`src/rtl/memory_stage_pkg.sv`:
```
// Shared definitions for the memory stage: write-back select codes, RV32I
// load/store funct3 codes, the access FSM encoding and a small address helper.
package memory_stage_pkg;

  localparam int XLEN_DEFAULT = 32;

  // Write-back source select as carried down the pipeline
  localparam logic [1:0] WB_ALU = 2'b00;
  localparam logic [1:0] WB_MEM = 2'b01;
  localparam logic [1:0] WB_PC4 = 2'b10;

  // Load funct3 codes
  localparam logic [2:0] F3_LB  = 3'b000;
  localparam logic [2:0] F3_LH  = 3'b001;
  localparam logic [2:0] F3_LW  = 3'b010;
  localparam logic [2:0] F3_LBU = 3'b100;
  localparam logic [2:0] F3_LHU = 3'b101;

  // Store funct3 codes
  localparam logic [2:0] F3_SB  = 3'b000;
  localparam logic [2:0] F3_SH  = 3'b001;
  localparam logic [2:0] F3_SW  = 3'b010;

  // Access sequencer: IDLE issues requests, WAIT_RSP waits for load data
  typedef enum logic {
    IDLE     = 1'b0,
    WAIT_RSP = 1'b1
  } memState_e;

  // The data memory is word addressed; lane selection is done with byte enables
  function automatic logic [31:0] wordAddr(input logic [31:0] addr);
    return {addr[31:2], 2'b00};
  endfunction

endpackage

```
`src/rtl/memory_stage_load_store_align.sv`:
```
// Combinational lane logic for the memory stage: alignment check, byte-enable
// and store-data replication for writes, lane select and extension for reads.
module load_store_align
  import memory_stage_pkg::*;
(
  input  logic        isStore,
  input  logic [2:0]  funct3,
  input  logic [1:0]  addrLow,
  input  logic [31:0] storeData,
  input  logic [31:0] rawRdata,
  output logic        aligned,
  output logic [3:0]  byteEn,
  output logic [31:0] wdata,
  output logic [31:0] loadData
);

  logic [31:0] shiftedRdata;

  // Move the addressed byte/half down to bit 0 before extension
  assign shiftedRdata = rawRdata >> {addrLow, 3'b000};

  // Size decode: an unrecognised funct3 reports misaligned so no request is made
  always_comb begin
    aligned = 1'b0;
    byteEn  = 4'b0000;
    wdata   = 32'h0000_0000;
    if (isStore) begin
      case (funct3)
        F3_SB: begin
          aligned = 1'b1;
          byteEn  = 4'b0001 << addrLow;
          wdata   = {4{storeData[7:0]}};
        end
        F3_SH: begin
          aligned = ~addrLow[0];
          byteEn  = 4'b0011 << addrLow;
          wdata   = {2{storeData[15:0]}};
        end
        F3_SW: begin
          aligned = (addrLow == 2'b00);
          byteEn  = 4'b1111;
          wdata   = storeData;
        end
        default: begin
          aligned = 1'b0;
        end
      endcase
    end else begin
      byteEn = 4'b1111;
      case (funct3)
        F3_LB, F3_LBU: aligned = 1'b1;
        F3_LH, F3_LHU: aligned = ~addrLow[0];
        F3_LW:         aligned = (addrLow == 2'b00);
        default:       aligned = 1'b0;
      endcase
    end
  end

  // Read formatting; word loads are only used when aligned, so the shift is zero
  always_comb begin
    loadData = 32'h0000_0000;
    case (funct3)
      F3_LB:   loadData = {{24{shiftedRdata[7]}}, shiftedRdata[7:0]};
      F3_LBU:  loadData = {24'h000000, shiftedRdata[7:0]};
      F3_LH:   loadData = {{16{shiftedRdata[15]}}, shiftedRdata[15:0]};
      F3_LHU:  loadData = {16'h0000, shiftedRdata[15:0]};
      F3_LW:   loadData = shiftedRdata;
      default: loadData = 32'h0000_0000;
    endcase
  end

endmodule

```
`src/rtl/memory_stage.sv`:
```
// Memory pipeline stage: issues load/store requests over a valid/ready data
// port, stalls the front of the pipe while an access is outstanding, and
// drives the MEM/WB register feeding write-back.
module memory_stage
  import memory_stage_pkg::*;
#(
  parameter int XLEN = XLEN_DEFAULT
) (
  input  logic            clk,
  input  logic            rst,
  input  logic            regwriteM,
  input  logic            memrwM,
  input  logic [1:0]      wbselM,
  input  logic [2:0]      funct3M,
  input  logic [4:0]      rdM,
  input  logic [XLEN-1:0] ALUresM,
  input  logic [XLEN-1:0] data_writeM,
  input  logic [XLEN-1:0] pc4M,
  output logic            dmem_req_valid,
  input  logic            dmem_req_ready,
  output logic            dmem_req_we,
  output logic [XLEN-1:0] dmem_addr,
  output logic [3:0]      dmem_be,
  output logic [XLEN-1:0] dmem_wdata,
  input  logic            dmem_rsp_valid,
  input  logic [XLEN-1:0] dmem_rdata,
  output logic            stall_mem,
  output logic            misalign_trap,
  output logic            regwriteW,
  output logic [4:0]      rdW,
  output logic [1:0]      wbselW,
  output logic [XLEN-1:0] ALUresW,
  output logic [XLEN-1:0] read_dataW,
  output logic [XLEN-1:0] pc4W
);

  memState_e   state;
  memState_e   nextState;
  logic        isLoad;
  logic        isStore;
  logic        isAccess;
  logic        isAligned;
  logic        misalignNow;
  logic        rspCapture;
  logic        reqValid;
  logic        stallMem;
  logic [3:0]  alignBe;
  logic [31:0] alignWdata;
  logic [31:0] loadData;

  assign isLoad   = (wbselM == WB_MEM);
  assign isStore  = memrwM;
  assign isAccess = isLoad | isStore;

  load_store_align uAlign (
    .isStore   (isStore),
    .funct3    (funct3M),
    .addrLow   (ALUresM[1:0]),
    .storeData (data_writeM),
    .rawRdata  (dmem_rdata),
    .aligned   (isAligned),
    .byteEn    (alignBe),
    .wdata     (alignWdata),
    .loadData  (loadData)
  );

  assign misalignNow = (state == IDLE) & isAccess & ~isAligned;
  assign rspCapture  = (state == WAIT_RSP) & dmem_rsp_valid;

  // Access sequencer state register; reset abandons any outstanding load
  always_ff @(posedge clk or posedge rst) begin
    if (rst) begin
      state <= IDLE;
    end else begin
      state <= nextState;
    end
  end

  // Request/stall decode and next state; stores finish on accept, loads wait for data
  always_comb begin
    nextState = state;
    reqValid  = 1'b0;
    stallMem  = 1'b0;
    case (state)
      IDLE: begin
        if (isAccess && isAligned) begin
          reqValid = 1'b1;
          if (dmem_req_ready) begin
            if (isStore) begin
              stallMem = 1'b0;
            end else begin
              stallMem  = 1'b1;
              nextState = WAIT_RSP;
            end
          end else begin
            stallMem = 1'b1;
          end
        end
      end
      WAIT_RSP: begin
        stallMem = ~dmem_rsp_valid;
        if (dmem_rsp_valid) begin
          nextState = IDLE;
        end
      end
      default: begin
        nextState = IDLE;
      end
    endcase
  end

  assign dmem_req_valid = reqValid;
  assign dmem_req_we    = reqValid & isStore;
  assign dmem_addr      = reqValid ? wordAddr(ALUresM) : '0;
  assign dmem_be        = reqValid ? alignBe : 4'b0000;
  assign dmem_wdata     = reqValid ? alignWdata : '0;
  assign stall_mem      = stallMem;

  // MEM/WB register: bubbles while stalled, suppresses writes on misaligned access
  always_ff @(posedge clk or posedge rst) begin
    if (rst) begin
      regwriteW  <= 1'b0;
      rdW        <= 5'd0;
      wbselW     <= 2'b00;
      ALUresW    <= '0;
      read_dataW <= '0;
      pc4W       <= '0;
    end else if (stallMem) begin
      regwriteW <= 1'b0;
    end else begin
      regwriteW <= regwriteM & ~misalignNow;
      rdW       <= rdM;
      wbselW    <= wbselM;
      ALUresW   <= ALUresM;
      pc4W      <= pc4M;
      if (rspCapture) begin
        read_dataW <= loadData;
      end
    end
  end

  // One-cycle trap pulse for a misaligned or malformed access
  always_ff @(posedge clk or posedge rst) begin
    if (rst) begin
      misalign_trap <= 1'b0;
    end else begin
      misalign_trap <= misalignNow;
    end
  end

endmodule

```
`config.mk`:
```
export PLATFORM = sky130hd
export DESIGN_NAME = memory_stage
export DESIGN_NICKNAME = d
export VERILOG_FILES = /design/src/rtl/memory_stage_pkg.sv /design/src/rtl/memory_stage_load_store_align.sv /design/src/rtl/memory_stage.sv
export SDC_FILE = /design/constraint.sdc
export NUM_CORES = 1
export LEC_CHECK = 0
export ABC_AREA = 1
export CAP_MARGIN = 20
export CORE_ASPECT_RATIO = 1.4
export CORE_MARGIN = 10
export CORE_UTILIZATION = 39
export CTS_CLUSTER_DIAMETER = 80
export DETAILED_ROUTE_END_ITERATION = 8
export GPL_ROUTABILITY_DRIVEN = 0
export PLACE_DENSITY = 0.82
export SLEW_MARGIN = 10
export SYNTH_ARGS = -nofsm -noshare
export SYNTH_HDL_FRONTEND = slang
export SYNTH_SLANG_ARGS = --single-unit
```
`constraint.sdc`:
```
create_clock -name clk -period 3.85 [get_ports clk]
set_input_delay 0.77 -clock clk [delete_from_list [all_inputs] [get_ports clk]]
set_output_delay 0.77 -clock clk [all_outputs]
set_load 0.01 [all_outputs]
```
==> results of run 1 <==
-- layer usage --
metal  vias up  track usage [%]  share of wire [%]
met3        62             8.13                 11
li1       3037                -                  -
met1      2851             24.4                 35
met4         2             11.3                4.6
met5         -                0              0.031
met2       340             38.3                 49
-- tightest hold or removal path, delay by kind of cell, from the launching register on --
family        cells  cell delay (ps)
flops             1              340
simple gates      2              100
-- synthesized netlist by cell type --
master / instances / share of area [%]
buf_1: 2 / 0.13
nand2_1: 288 / 19
nor2_4: 2 / 0.40
nand2_4: 1 / 0.20
o22ai_1: 4 / 0.45
inv_2: 2 / 0.13
or2_2: 2 / 0.22
o21ai_0: 34 / 3.1
buf_6: 10 / 2.0
a22oi_1: 9 / 1.2
o31ai_1: 4 / 0.54
clkbuf_1: 19 / 1.3
nand3_4: 1 / 0.31
inv_1: 65 / 4.4
clkinv_1: 1 / 0.067
buf_2: 8 / 0.72
dfrtp_1: 106 / 48
o221ai_1: 3 / 0.47
conb_1: 1 / 0.067
o21ai_1: 4 / 0.36
a21oi_1: 29 / 2.6
nand3_1: 88 / 7.9
buf_4: 4 / 0.54
nand2_2: 6 / 0.67
o211ai_1: 1 / 0.13
nor2_1: 74 / 5.0
-- report_power, final --
group	total, uW	internal [uW]	switching, uW
sequential	1340	1260	78.8
combinational	1020	538	480
clock	896	456	440
total	3250	2260	999
-- registers in the layout, summed over array words and instances, names as in the netlist --
register,cells
wbselW,2
pc4W,32
regwriteW,1
ALUresW,32
rdW,5
misalign_trap,1
state,1
read_dataW,32
-- metrics by stage --
step	cells	cell area, um^2	setup WS, ps	hold slack, ps
final	1261	9180	193	471
after global routing	1261	9180	32.3	494
after CTS	1261	9180	181	475
after detailed placement	1245	8890	193	457
after global placement	1245	8890	218	453
after floorplan	769	5570	291	506
-- logic make-up (layout without fill, tap and decap cells) --
group | after synthesis | after routing | synth area share, %
simple gates | 462 | 462 | 34.2
compound gates | 88 | 88 | 8.84
other cells | 1 | 2 | 0.0674
flops | 106 | 106 | 47.7
buf+inv | 111 | 418 | 9.29
-- worst max-delay path by stage --
stage,start,cells past startpoint,slack [ps],end
6_report,funct3M[2],9,190,dmem_wdata[21]
5_1_grt,funct3M[0],11,30,dmem_wdata[13]
4_1_cts,funct3M[2],9,180,dmem_wdata[21]
3_5_place_dp,funct3M[2],9,190,dmem_wdata[21]
3_3_place_gp,funct3M[2],9,220,dmem_wdata[21]
2_1_floorplan,rst,1,290,ALUresW[0]
-- layout make-up --
cell class | instances | share of cell area (%)
Clock buffer | 10 | 2.49
Clock inverter | 6 | 0.627
Inverter | 68 | 2.81
Multi-Input combinational cell | 552 | 26.2
Sequential cell | 106 | 28.9
Tap cell | 185 | 2.52
Timing Repair Buffer | 334 | 36.5
==> qor.csv, run 1 <==
metric;value;unit
reg2reg setup slack;2020;ps
Worst R2R Start;state;
Core ar.;14000;um^2
DRT iter0 DRCs;546;
grt ovf;0;
VDD IR-drop max;0.000260;V
critical path startpoint category;primary input;
total of warnings raised by yosys;0;
row count;51;
Hold Crit Depth;2;
# hold bufs at CTS;0;
vias per cell;4.99;
commonest non-fill, non-tap cell in the layout;clkdlybuf4s50_1;
crit-path leading delay family;buffers and inverters;
Storage cell area;2650;um^2
critical path arrival;2890;ps
outcome;completed;
clk_skew;8.20;ps
Final period util;95.0;%
Total GRT Usage;22.7;%
Seq/Total Area, Yosys;47.7;%
vias in the first global route;6357;
drt drc;0;
Worst Hold Class;reg2reg;
worst r2r path cells;7;
final wirelength;22900;um
Die X;121;um
Pleak;0.00441;uW
fraction of layout cells with a size suffix above 1;4.46;%
post-route antenna net violation count;0;
die area;19500;um^2
area of the multi-input gates;2400;um^2
worst-path fanout max;19;
Setup Fix Bufs, Post-CTS;0;
CP required;3080;ps
Hold Path End;pc4W[14];
Starting Density;39.8;%
Critical Path End Type;output port;
Hold Vio Cnt, Final;0;
Synth Instances;768;
Power Density;354;nW/um^2
Core Util, Final;65.7;%
peak per-stage delay on the critical path;550;ps
Post-Syn Area;5570;um^2
Buf/Inv on CP;5;
Die Height;161;um
wire length per cell;18.1;um
routed vias;6292;
crit path time final;3660;ps
worst-skew pair later-pin latency;350;ps
Worst-Margin Slew;811;ps
Fillers;1183;
H-tree Lvls;3;
largest net degree at the start of global routing;73;
initial antenna violation count;1;
Num CTS Buffers;9;
setup TNS;0;ps
Clock Sinks;106;
I/O Buffers;317;
CP cell instances;clkdlybuf4s50_1 -> nor2_1 -> buf_4 -> nand2_1 -> clkinv_1 -> buf_12 -> a22oi_1 -> nor2_1 -> clkdlybuf4s50_1;
WS Path Type;in2out;
most frequent cells in the layout;clkdlybuf4s50_1, nand2_1, dfrtp_1, nand3_1, nor2_1;
clock buffer depth;2;
Layout Area Growth over Synthesis;65.0;%
fmax;0.273;GHz
first-pass GRT wire length;35100;um
post-cts sizing count;0;
CTS tree;built;
RSZ-0062 raised after global routing;false;
io pins;320;
max-cap viol count;0;
CTS root buffer;clkbuf_16;
Final nets;1215;
final-report max-slew violation count;0;
Yosys reg bits;106;
Crit Reg-Reg Endpoint;ALUresW[25];
Rel. slew slack;45.9;%
Worst-path clk slew;80;ps
HPWL Detailed;17900;um
average size of a mapped cell;7.25;um^2
DRT Pass-1 Iters;5;
worst hold path startpoint;pc4W[14];
Final Power;3250;uW
CP max stage cell;clkdlybuf4s50_1;
post-synthesis cell type count;26;
antenna diode count;0;
endpoints failing setup;0;
Note: power is estimated with default switching activity, not from simulation.
==> run 2, diff against run 1 <==
--- a/config.mk
+++ b/config.mk
@@ -13,6 +13,7 @@
 export CTS_CLUSTER_DIAMETER = 80
 export DETAILED_ROUTE_END_ITERATION = 8
 export GPL_ROUTABILITY_DRIVEN = 0
+export GPL_TIMING_DRIVEN = 1
 export PLACE_DENSITY = 0.82
 export SLEW_MARGIN = 10
 export SYNTH_ARGS = -nofsm -noshare
==> results of run 2 <==
The final DEF is identical to that of run 1; final timing and power are the same.
